File: src/rtl/ex_if.sv
// ex_if: bundle of the ID/EX-side inputs and EX/MEM-side outputs of the
// execute stage.
//   slave  modport: used by ex_stage (consumes ID/EX fields, drives EX/MEM fields)
//   master modport: used by the upstream/downstream environment
// Inputs : hit, readDataOne, readDataTwo, immediate, registerDestination,
//          ALUSource, memToReg, regWrite, memRead, memWrite, branch,
//          ALUOperation, RT, RD, Function, nextPC
// Outputs: ALUResultOut, writeDataOut, writeRegisterOut, branchTargetOut,
//          zeroOut, memToRegOut, regWriteOut, memReadOut, memWriteOut,
//          branchOut, hitOut, stallOut
interface ex_if #(
    parameter int WIDTH          = 32,
    parameter int REG_ADDR_WIDTH = 5
);
    logic                      hit;
    logic [WIDTH-1:0]          readDataOne;
    logic [WIDTH-1:0]          readDataTwo;
    logic [WIDTH-1:0]          immediate;
    logic                      registerDestination;
    logic                      ALUSource;
    logic                      memToReg;
    logic                      regWrite;
    logic                      memRead;
    logic                      memWrite;
    logic                      branch;
    logic [2:0]                ALUOperation;
    logic [REG_ADDR_WIDTH-1:0] RT;
    logic [REG_ADDR_WIDTH-1:0] RD;
    logic [5:0]                Function;
    logic [WIDTH-1:0]          nextPC;

    logic [WIDTH-1:0]          ALUResultOut;
    logic [WIDTH-1:0]          writeDataOut;
    logic [REG_ADDR_WIDTH-1:0] writeRegisterOut;
    logic [WIDTH-1:0]          branchTargetOut;
    logic                      zeroOut;
    logic                      memToRegOut;
    logic                      regWriteOut;
    logic                      memReadOut;
    logic                      memWriteOut;
    logic                      branchOut;
    logic                      hitOut;
    logic                      stallOut;

    modport slave (
        input  hit, readDataOne, readDataTwo, immediate, registerDestination,
               ALUSource, memToReg, regWrite, memRead, memWrite, branch,
               ALUOperation, RT, RD, Function, nextPC,
        output ALUResultOut, writeDataOut, writeRegisterOut, branchTargetOut,
               zeroOut, memToRegOut, regWriteOut, memReadOut, memWriteOut,
               branchOut, hitOut, stallOut
    );

    modport master (
        output hit, readDataOne, readDataTwo, immediate, registerDestination,
               ALUSource, memToReg, regWrite, memRead, memWrite, branch,
               ALUOperation, RT, RD, Function, nextPC,
        input  ALUResultOut, writeDataOut, writeRegisterOut, branchTargetOut,
               zeroOut, memToRegOut, regWriteOut, memReadOut, memWriteOut,
               branchOut, hitOut, stallOut
    );
endinterface

File: src/rtl/ex_stage.sv
// ex_stage: execute stage plus EX/MEM pipeline register.
//   clock : sole clock, rising edge
//   reset : asynchronous, active-high; clears all state and outputs
//   bus   : ex_if.slave -- ID/EX fields in, registered EX/MEM fields out,
//           combinational stallOut asking ID/EX to hold.
// Single-cycle ALU ops complete in one clock. R-type mult runs an iterative
// shift-add multiplier (1 entry clock + WIDTH step clocks) during which the
// EX/MEM register is fed bubbles.
module ex_stage #(
    parameter int WIDTH          = 32,
    parameter int REG_ADDR_WIDTH = 5
) (
    input  logic clock,
    input  logic reset,
    ex_if.slave  bus
);
    localparam int                CNT_W     = $clog2(WIDTH);
    localparam logic [CNT_W-1:0]  LAST_STEP = CNT_W'(WIDTH - 1);

    typedef enum logic [0:0] {IDLE = 1'b0, MUL = 1'b1} state_t;
    typedef enum logic [2:0] {ALU_ADD = 3'd0, ALU_SUB = 3'd1, ALU_AND = 3'd2,
                              ALU_OR  = 3'd3, ALU_SLT = 3'd4} alu_ctl_t;

    state_t                     state_q, state_d;
    logic [CNT_W-1:0]           count_q, count_d;
    logic [WIDTH-1:0]           mcand_q, mcand_d, mplier_q, mplier_d, acc_q, acc_d;
    logic [WIDTH-1:0]           result_q, result_d, wdata_q, wdata_d, btarget_q, btarget_d;
    logic [REG_ADDR_WIDTH-1:0]  wreg_q, wreg_d;
    logic                       zero_q, zero_d, hit_q, hit_d;
    logic                       mem_to_reg_q, mem_to_reg_d, reg_write_q, reg_write_d;
    logic                       mem_read_q, mem_read_d, mem_write_q, mem_write_d;
    logic                       branch_q, branch_d;

    alu_ctl_t                   alu_ctl_s;
    logic                       is_mult_s, stall_s, load_s, bubble_s;
    logic [WIDTH-1:0]           operand_b_s, alu_result_s, product_s, final_s;

    // Decode ALU operation and recognise the multi-cycle mult.
    always_comb begin
        alu_ctl_s = ALU_ADD;
        is_mult_s = 1'b0;
        case (bus.ALUOperation)
            3'b000: alu_ctl_s = ALU_ADD;
            3'b001: alu_ctl_s = ALU_SUB;
            3'b010: begin
                case (bus.Function)
                    6'b100000: alu_ctl_s = ALU_ADD;
                    6'b100010: alu_ctl_s = ALU_SUB;
                    6'b100100: alu_ctl_s = ALU_AND;
                    6'b100101: alu_ctl_s = ALU_OR;
                    6'b101010: alu_ctl_s = ALU_SLT;
                    6'b011000: is_mult_s = 1'b1;
                    default:   alu_ctl_s = ALU_ADD;
                endcase
            end
            3'b011:  alu_ctl_s = ALU_AND;
            3'b100:  alu_ctl_s = ALU_OR;
            3'b101:  alu_ctl_s = ALU_SLT;
            default: alu_ctl_s = ALU_ADD;
        endcase
    end

    // Operand B select and single-cycle ALU; R-type always uses readDataTwo.
    always_comb begin
        operand_b_s = bus.readDataTwo;
        if (bus.ALUOperation != 3'b010 && bus.ALUSource) begin
            operand_b_s = bus.immediate;
        end else begin
            operand_b_s = bus.readDataTwo;
        end
        case (alu_ctl_s)
            ALU_ADD: alu_result_s = bus.readDataOne + operand_b_s;
            ALU_SUB: alu_result_s = bus.readDataOne - operand_b_s;
            ALU_AND: alu_result_s = bus.readDataOne & operand_b_s;
            ALU_OR:  alu_result_s = bus.readDataOne | operand_b_s;
            ALU_SLT: alu_result_s = {{(WIDTH-1){1'b0}},
                                     ($signed(bus.readDataOne) < $signed(operand_b_s))};
            default: alu_result_s = bus.readDataOne + operand_b_s;
        endcase
    end

    // One shift-add step; on the last step this is the finished product.
    assign product_s = acc_q + (mplier_q[0] ? mcand_q : {WIDTH{1'b0}});
    assign final_s   = (state_q == MUL) ? product_s : alu_result_s;

    // Stall request: forced low while reset is held so upstream never freezes on reset.
    always_comb begin
        stall_s = 1'b0;
        if (reset) begin
            stall_s = 1'b0;
        end else begin
            case (state_q)
                IDLE:    stall_s = is_mult_s;
                MUL:     stall_s = (count_q != LAST_STEP);
                default: stall_s = 1'b0;
            endcase
        end
    end

    // FSM next state and multiplier datapath; nothing moves while hit is low.
    always_comb begin
        state_d  = state_q;
        count_d  = count_q;
        mcand_d  = mcand_q;
        mplier_d = mplier_q;
        acc_d    = acc_q;
        load_s   = 1'b0;
        bubble_s = 1'b0;
        if (bus.hit) begin
            case (state_q)
                IDLE: begin
                    if (is_mult_s) begin
                        mcand_d  = bus.readDataOne;
                        mplier_d = bus.readDataTwo;
                        acc_d    = {WIDTH{1'b0}};
                        count_d  = {CNT_W{1'b0}};
                        state_d  = MUL;
                        bubble_s = 1'b1;
                    end else begin
                        load_s   = 1'b1;
                    end
                end
                MUL: begin
                    acc_d    = product_s;
                    mcand_d  = mcand_q << 1;
                    mplier_d = mplier_q >> 1;
                    if (count_q == LAST_STEP) begin
                        count_d = {CNT_W{1'b0}};
                        state_d = IDLE;
                        load_s  = 1'b1;
                    end else begin
                        count_d  = count_q + CNT_W'(1);
                        bubble_s = 1'b1;
                    end
                end
                default: state_d = IDLE;
            endcase
        end else begin
            state_d = state_q;
        end
    end

    // EX/MEM register next values: new instruction, bubble (controls cleared, data held) or hold.
    always_comb begin
        result_d     = result_q;
        wdata_d      = wdata_q;
        btarget_d    = btarget_q;
        wreg_d       = wreg_q;
        zero_d       = zero_q;
        mem_to_reg_d = mem_to_reg_q;
        reg_write_d  = reg_write_q;
        mem_read_d   = mem_read_q;
        mem_write_d  = mem_write_q;
        branch_d     = branch_q;
        hit_d        = bus.hit;
        if (load_s) begin
            result_d     = final_s;
            zero_d       = (final_s == {WIDTH{1'b0}});
            wdata_d      = bus.readDataTwo;
            btarget_d    = bus.nextPC + {bus.immediate[WIDTH-3:0], 2'b00};
            wreg_d       = bus.registerDestination ? bus.RD : bus.RT;
            mem_to_reg_d = bus.memToReg;
            reg_write_d  = bus.regWrite;
            mem_read_d   = bus.memRead;
            mem_write_d  = bus.memWrite;
            branch_d     = bus.branch;
        end else if (bubble_s) begin
            reg_write_d  = 1'b0;
            mem_read_d   = 1'b0;
            mem_write_d  = 1'b0;
            branch_d     = 1'b0;
        end else begin
            result_d     = result_q;
        end
    end

    // State, multiplier and EX/MEM registers.
    always_ff @(posedge clock or posedge reset) begin
        if (reset) begin
            state_q      <= IDLE;
            count_q      <= {CNT_W{1'b0}};
            mcand_q      <= {WIDTH{1'b0}};
            mplier_q     <= {WIDTH{1'b0}};
            acc_q        <= {WIDTH{1'b0}};
            result_q     <= {WIDTH{1'b0}};
            wdata_q      <= {WIDTH{1'b0}};
            btarget_q    <= {WIDTH{1'b0}};
            wreg_q       <= {REG_ADDR_WIDTH{1'b0}};
            zero_q       <= 1'b0;
            hit_q        <= 1'b0;
            mem_to_reg_q <= 1'b0;
            reg_write_q  <= 1'b0;
            mem_read_q   <= 1'b0;
            mem_write_q  <= 1'b0;
            branch_q     <= 1'b0;
        end else begin
            state_q      <= state_d;
            count_q      <= count_d;
            mcand_q      <= mcand_d;
            mplier_q     <= mplier_d;
            acc_q        <= acc_d;
            result_q     <= result_d;
            wdata_q      <= wdata_d;
            btarget_q    <= btarget_d;
            wreg_q       <= wreg_d;
            zero_q       <= zero_d;
            hit_q        <= hit_d;
            mem_to_reg_q <= mem_to_reg_d;
            reg_write_q  <= reg_write_d;
            mem_read_q   <= mem_read_d;
            mem_write_q  <= mem_write_d;
            branch_q     <= branch_d;
        end
    end

    assign bus.ALUResultOut     = result_q;
    assign bus.writeDataOut     = wdata_q;
    assign bus.writeRegisterOut = wreg_q;
    assign bus.branchTargetOut  = btarget_q;
    assign bus.zeroOut          = zero_q;
    assign bus.memToRegOut      = mem_to_reg_q;
    assign bus.regWriteOut      = reg_write_q;
    assign bus.memReadOut       = mem_read_q;
    assign bus.memWriteOut      = mem_write_q;
    assign bus.branchOut        = branch_q;
    assign bus.hitOut           = hit_q;
    assign bus.stallOut         = stall_s;
endmodule

File: src/flat_wrapper.sv
// flat-port wrapper written by rule: the top's interface ports become plain ports
module ex_stage_flat 
#(
    parameter int WIDTH          = 32,
    parameter int REG_ADDR_WIDTH = 5
)
  (clock, reset, bus_hit, bus_readDataOne, bus_readDataTwo, bus_immediate, bus_registerDestination, bus_ALUSource, bus_memToReg, bus_regWrite, bus_memRead, bus_memWrite, bus_branch, bus_ALUOperation, bus_RT, bus_RD, bus_Function, bus_nextPC, bus_ALUResultOut, bus_writeDataOut, bus_writeRegisterOut, bus_branchTargetOut, bus_zeroOut, bus_memToRegOut, bus_regWriteOut, bus_memReadOut, bus_memWriteOut, bus_branchOut, bus_hitOut, bus_stallOut);
  ex_if #(.WIDTH(WIDTH), .REG_ADDR_WIDTH(REG_ADDR_WIDTH)) bus_i ();
  input  logic clock;
  input  logic reset;
  input wire logic [$bits(bus_i.hit)-1:0] bus_hit;
  input wire logic [$bits(bus_i.readDataOne)-1:0] bus_readDataOne;
  input wire logic [$bits(bus_i.readDataTwo)-1:0] bus_readDataTwo;
  input wire logic [$bits(bus_i.immediate)-1:0] bus_immediate;
  input wire logic [$bits(bus_i.registerDestination)-1:0] bus_registerDestination;
  input wire logic [$bits(bus_i.ALUSource)-1:0] bus_ALUSource;
  input wire logic [$bits(bus_i.memToReg)-1:0] bus_memToReg;
  input wire logic [$bits(bus_i.regWrite)-1:0] bus_regWrite;
  input wire logic [$bits(bus_i.memRead)-1:0] bus_memRead;
  input wire logic [$bits(bus_i.memWrite)-1:0] bus_memWrite;
  input wire logic [$bits(bus_i.branch)-1:0] bus_branch;
  input wire logic [$bits(bus_i.ALUOperation)-1:0] bus_ALUOperation;
  input wire logic [$bits(bus_i.RT)-1:0] bus_RT;
  input wire logic [$bits(bus_i.RD)-1:0] bus_RD;
  input wire logic [$bits(bus_i.Function)-1:0] bus_Function;
  input wire logic [$bits(bus_i.nextPC)-1:0] bus_nextPC;
  output wire logic [$bits(bus_i.ALUResultOut)-1:0] bus_ALUResultOut;
  output wire logic [$bits(bus_i.writeDataOut)-1:0] bus_writeDataOut;
  output wire logic [$bits(bus_i.writeRegisterOut)-1:0] bus_writeRegisterOut;
  output wire logic [$bits(bus_i.branchTargetOut)-1:0] bus_branchTargetOut;
  output wire logic [$bits(bus_i.zeroOut)-1:0] bus_zeroOut;
  output wire logic [$bits(bus_i.memToRegOut)-1:0] bus_memToRegOut;
  output wire logic [$bits(bus_i.regWriteOut)-1:0] bus_regWriteOut;
  output wire logic [$bits(bus_i.memReadOut)-1:0] bus_memReadOut;
  output wire logic [$bits(bus_i.memWriteOut)-1:0] bus_memWriteOut;
  output wire logic [$bits(bus_i.branchOut)-1:0] bus_branchOut;
  output wire logic [$bits(bus_i.hitOut)-1:0] bus_hitOut;
  output wire logic [$bits(bus_i.stallOut)-1:0] bus_stallOut;
  assign bus_i.hit = bus_hit;
  assign bus_i.readDataOne = bus_readDataOne;
  assign bus_i.readDataTwo = bus_readDataTwo;
  assign bus_i.immediate = bus_immediate;
  assign bus_i.registerDestination = bus_registerDestination;
  assign bus_i.ALUSource = bus_ALUSource;
  assign bus_i.memToReg = bus_memToReg;
  assign bus_i.regWrite = bus_regWrite;
  assign bus_i.memRead = bus_memRead;
  assign bus_i.memWrite = bus_memWrite;
  assign bus_i.branch = bus_branch;
  assign bus_i.ALUOperation = bus_ALUOperation;
  assign bus_i.RT = bus_RT;
  assign bus_i.RD = bus_RD;
  assign bus_i.Function = bus_Function;
  assign bus_i.nextPC = bus_nextPC;
  assign bus_ALUResultOut = bus_i.ALUResultOut;
  assign bus_writeDataOut = bus_i.writeDataOut;
  assign bus_writeRegisterOut = bus_i.writeRegisterOut;
  assign bus_branchTargetOut = bus_i.branchTargetOut;
  assign bus_zeroOut = bus_i.zeroOut;
  assign bus_memToRegOut = bus_i.memToRegOut;
  assign bus_regWriteOut = bus_i.regWriteOut;
  assign bus_memReadOut = bus_i.memReadOut;
  assign bus_memWriteOut = bus_i.memWriteOut;
  assign bus_branchOut = bus_i.branchOut;
  assign bus_hitOut = bus_i.hitOut;
  assign bus_stallOut = bus_i.stallOut;
  ex_stage #(.WIDTH(WIDTH), .REG_ADDR_WIDTH(REG_ADDR_WIDTH)) u_core (.clock(clock), .reset(reset), .bus(bus_i));
endmodule
File: config.mk
export PLATFORM = sky130hd
export DESIGN_NAME = ex_stage_flat
export DESIGN_NICKNAME = d
export VERILOG_FILES = /design/src/rtl/ex_if.sv /design/src/rtl/ex_stage.sv /design/src/flat_wrapper.sv
export SDC_FILE = /design/constraint.sdc
export NUM_CORES = 1
export LEC_CHECK = 0
export BUFFER_PORTS_ARGS = -buffer_cell sky130_fd_sc_hd__buf_2
export CAP_MARGIN = 15
export CORE_ASPECT_RATIO = 0.6
export CORE_UTILIZATION = 40
export DETAILED_ROUTE_END_ITERATION = 10
export GPL_ROUTABILITY_DRIVEN = 0
export MAX_ROUTING_LAYER = met4
export PLACE_DENSITY = 0.68
export SLEW_MARGIN = 20
export SYNTH_ARGS = -nofsm -noshare
export SYNTH_HDL_FRONTEND = slang
export SYNTH_SLANG_ARGS = --single-unit
File: constraint.sdc
create_clock -name clock -period 14.2 [get_ports clock]
set_clock_uncertainty 0.2 [all_clocks]
set_input_delay 1.42 -clock clock [delete_from_list [all_inputs] [get_ports clock]]
set_output_delay 1.42 -clock clock [all_outputs]
set_load 0.02 [all_outputs]
# [Word-level counts from Yosys, hierarchy flattened]
# Index checks and enable logic that the tools add are counted.
[classes] bitwise_logic=3 eq_ne=18 add_sub_neg=5 n_lt_le_gt_ge=1 reduce_logical=4 n_mux=33
[ops] op="$mux W32" n=6
[ops] op="$pmux W32 S2" n=3
[ops] op="$pmux W32 S4" n=1
[ops] op="$add A32 B32 Y32" n=3
[ops] op="$and A32 B32 Y32" n=1
[ops] op="$logic_not A32 Y1" n=1
[ops] op="$lt A32 B32 Y1" n=1
[ops] op="$or A32 B32 Y32" n=1
[ops] op="$sub A32 B32 Y32" n=1
[ops] op="$eq A6 B6 Y1 const B" n=4
[ops] op="$mux W5" n=3
[ops] op="$pmux W3 S5" n=1
[ops] op="$mux W1" n=14
[ops] op="$eq A3 B2 Y1 const B" n=4
[ops] op="$pmux W3 S4" n=1
[ops] op="$pmux W5 S2" n=1
[ops] op="$eq A3 B3 Y1 const B" n=3
[ops] op="$eq A3 B1 Y1 const B" n=2
[ops] op="$eq A6 B5 Y1 const B" n=1
[ops] op="$pmux W1 S2" n=3
[ops] op="$add A5 B1 Y5 const B" n=1
[ops] op="$eq A5 B5 Y1 const B" n=1
[ops] op="$ne A5 B5 Y1 const B" n=1
[ops] op="$ne A3 B2 Y1 const B" n=1
[ops] op="5 further kinds" n=5
[totals] elab_cells=80 reg_bits=210 inputBits=157 output_inout_bits=109

# [Depth between registers and ports, before layout]
[logic_depth] word_depth=8 ltp_mapped=20 mapped_depth_nobuf=18

# [Worst setup path before layout]
# Ideal clock, no wire load.
[synth_path] kind="in2reg" startpoint="input port bus_ALUOperation[2]" endpoint="register u_core.zero_q, in the netlist u_core.bus.zeroOut" setup_time_ns=0.103 path_slack_ns=8.293 path_buffers=2 required_time_ns=13.897 path_stages=20 t_arrival_ns=5.603 cell_sequence="nor3b_2 nand2b_1 clkbuf_1 clkbuf_1 mux2_2 ha_1 inv_1 fa_1 nor2b_1 o2111a_1 nor4_2 o311a_2 o31ai_1 a2111oi_0 a211oi_1 xor2_1 o21a_1 nor4_1 nand4_1 o41ai_2"
[synth_via] elab_chain_len=7 elab_cells_between_ends=25 cone_classes="add/sub (2); order compare (1); eq/ne (10); mux (8); bitwise (2); reduce/logical (2)"
[synth_rtl] item="from (decl)" line_no="flat_wrapper.sv:22" rtl="input wire logic [$bits(bus_i.ALUOperation)-1:0] bus_ALUOperation;"
[synth_rtl] item="$ne A3 B2 Y1" line_no="ex_stage.sv:66" rtl="if (bus.ALUOperation != 3'b010 && bus.ALUSource) begin"
[synth_rtl] item="$logic_and A1 B1 Y1" line_no="ex_stage.sv:66"
[synth_rtl] item="$mux W32" line_no="ex_stage.sv:66"
[synth_rtl] item="$add A32 B32 Y32 (tied with other cells)" line_no="ex_stage.sv:72, ex_stage.sv:78"
[synth_rtl] item="$pmux W32 S4" line_no="ex_stage.sv:71" rtl="case (alu_ctl_s)"
[synth_rtl] item="$mux W32" line_no="ex_stage.sv:84" rtl="assign final_s = (state_q == MUL) ? product_s : alu_result_s;"
[synth_rtl] item="$logic_not A32 Y1" line_no="ex_stage.sv:158" rtl="zero_d = (final_s == {WIDTH{1'b0}});"
[synth_rtl] item="to (signal assigned)" line_no="ex_stage.sv:206" rtl="zero_q <= zero_d;"
[synth_rtl] item="to (decl)" line_no="ex_stage.sv:29" rtl="logic zero_q, zero_d, hit_q, hit_d;"
# Several ways; a longest one is shown, not always the timed one.
# A chain may end at the register's enable or synchronous reset.

# [Worst setup path in the final report]
# Ends and elaborated chain as after synthesis.

==> impl_metrics.toml <==
[logic_synthesis]
synth.avg_cell_area_sq_um = 8.26
synth_edf_count = 0
synth.ff_latch_count = 210
synth_cell_types = 88
synth_area_leaders = "dfrtp_1, ha_1, nand2_1"
syn_area_sq_um = 17100
syn_nets = 2393
synthCells = 2073
seq_area_frac_synth_pct = 30.7
synthFlopType = "dfrtp_1"
synthArstFlopShare_pct = 100
yosysMostFrequentCell = "nand2_1"
yosysTopAreaCell = "dfrtp_1"
yosysWarnings = 0
yosysTopAreaCellShare_pct = 30.7
synthTopCellsByCount = "nand2_1, dfrtp_1, o21ai_0"

[pwr]
ir_drop_v = 0.0000918
p_per_area_nw_per_um2 = 160
p_total_mw = 3.16
p_leak_nw = 10.0

[layout]
syn2layout_area_growth_pct = 15.1
finish.utilization_pct = 46.9
nets = 2608
layout-drive-gt1-share_pct = 17.1

[timing]
fin_crit_ps = 6570
grt_setup_unrepaired = "false"
hold_viol = 0
max_slew.worst_pin.slew_ps = 1060
timing.final.crit_share_pct = 46.3
fmax_ghz = 0.152
relSlewSlack_pct = 29.6
setup_viol = 0
whs_ps = 269
maxSlewViolCount = 0
finalSetupTns_ps = 0

[drt]
wl_um = 57800
via_per_inst = 5.79
highest-signal-layer = "met4"
wl_met2_um = 24700
wl_met3_um = 5180
antenna_left = 0
drt-initial-drc-count = 1941
num_vias = 16700
dr.pass1.iters = 7
drc = 0
wl_met1_um = 26200
wl_per_cell_um = 20.1

[critical_path]
crit_start = "bus_ALUOperation[2]"
reg2reg_depth = 15
r2r_slack_ps = 8560
arrival_ps = 6810
cp-end-kind = "register"
critPathLaunchType = "primary input"
cp.required_ps = 14440
path_max_fanout = 33
crit_type = "in2reg"
r2r-start = "u_core.mplier_q[0]"
crit_end = "u_core.bus.zeroOut"
timing.rr.end = "u_core.bus.zeroOut"

[die]
die_h_um = 162
die_area_sq_um = 43600
io_pins = 266
fp.dieW_um = 269
rows = 58
start_util_pct = 40.7
core_sq_um = 42000

[clocking]
htreeDepth = 1
cts-root-buf = "clkbuf_16"
clkLatencyLatePin_ps = 540
clock_path_buffers = 3
cts-hold-fix-buffers = 0
cts_buffers = 25
post_cts_resized = 0
cts_setup_buffers = 0
clk_pin_slew_worst_paths_ps = 60
clock_sinks = 210
cts_tree = "built"

[global_route]
grt_pass1_wl_um = 89100
antenna_found_initial = 6
grt_use_total_pct = 26.9
grt_max_degree = 109
grt_pass1_vias = 15600
overflow = 0

[outcome]
outcome = "finished clean"

[worst_hold_path]
hold_path.class = "reg2reg"

[placed_design]
hpwl_um = 43800
port_buffers = 265

[flow_run]
max-cap-violations = 0
==> area by class of cell <==
class                   count  area [sq um]
fillers                  4062         22300
well taps                 570           713
clock buffers              33           676
flip-flops and latches    210          5260
diodes                      5          12.5
multi-input cells        1644         11000
clock inverters             9          98.8
inverters                 122           465
repair buffers            285          1490
==> state kept, by name (all words and copies together), names as in the netlist, 5 cells and up <==
signal / cells
u_core.mcand_q: 32
u_core.bus.writeDataOut: 32
u_core.count_q: 5
u_core.bus.writeRegisterOut: 5
u_core.acc_q: 32
u_core.mplier_q: 32
u_core.bus.branchTargetOut: 32
u_core.bus.ALUResultOut: 32
==> critical path, stage by stage <==
cell and delay, ps:
buf_2 130, nor3b_2 300, nand2b_2 820, mux2_2 440, ha_1 420, nand4_1 200
or3_1 430, o31a_1 320, a21oi_2 410, and3_1 260, nor2_2 70, a311oi_4 400
a41oi_1 210, mux2_2 260, a211oi_1 50, a2111o_1 440, o41ai_2 200
==> cells in the final DEF (no fill, tap or decap), types with 30 or more instances in the layout <==
cell,netlist,final
a21o_1,40,40
a21oi_1,125,125
and2_1,36,36
buf_2,7,265
dfrtp_1,210,209
ha_1,159,159
inv_1,121,120
mux2_2,41,41
mux2i_1,71,71
nand2_1,359,358
nor2_1,110,110
nor3_1,31,30
o21ai_0,202,200
xnor2_1,44,44
xor2_1,37,37
==> through the flow <==
stage | area [sq um] | setup WS [ps] | instances
finish | 19700 | 7630 | 2878
global route | 19700 | 7380 | 2878
CTS | 19700 | 7880 | 2872
detailed placement | 18900 | 7320 | 2830
global placement | 18900 | 7460 | 2830
floorplan | 17100 | 6840 | 2073
==> per-layer routing <==
layer / GRT usage, % / vias up
met5: - / -
met1: 37.4 / 7964
met2: 39.2 / 779
met3: 5.52 / 115
met4: 7.26 / 0
li1: - / 7795
==> cell families after synthesis <==
logic type,Yosys count,synth area share [%]
xor+xnor,82,4.29
buf+inv,219,5.29
flops,210,30.7
fa+ha+maj,163,12.1
mux,112,6.85
simple gates,693,18.5
compound gates,594,22.3
==> worst min path at each step <==
stage                                 from                           to  slack [ps]  cells after the start
6_report        u_core.bus.ALUResultOut[7]   u_core.bus.ALUResultOut[7]         270                      2
5_1_grt        u_core.bus.ALUResultOut[22]  u_core.bus.ALUResultOut[22]         280                      2
4_1_cts        u_core.bus.ALUResultOut[22]  u_core.bus.ALUResultOut[22]         270                      2
3_5_place_dp   u_core.bus.ALUResultOut[22]  u_core.bus.ALUResultOut[22]         260                      2
3_3_place_gp   u_core.bus.writeDataOut[23]  u_core.bus.writeDataOut[23]         250                      2
2_1_floorplan            u_core.count_q[3]            u_core.count_q[3]         240                      1
==> report_power, final <==
group	switching (mW)	total [mW]	internal [mW]	leakage, nW
clock network	0.275	0.644	0.369	0.386
registers	0.181	1.04	0.856	2.66
logic	0.930	1.48	0.547	6.97
total	1.39	3.16	1.77	10.0
(Power assumes the default switching activity.)
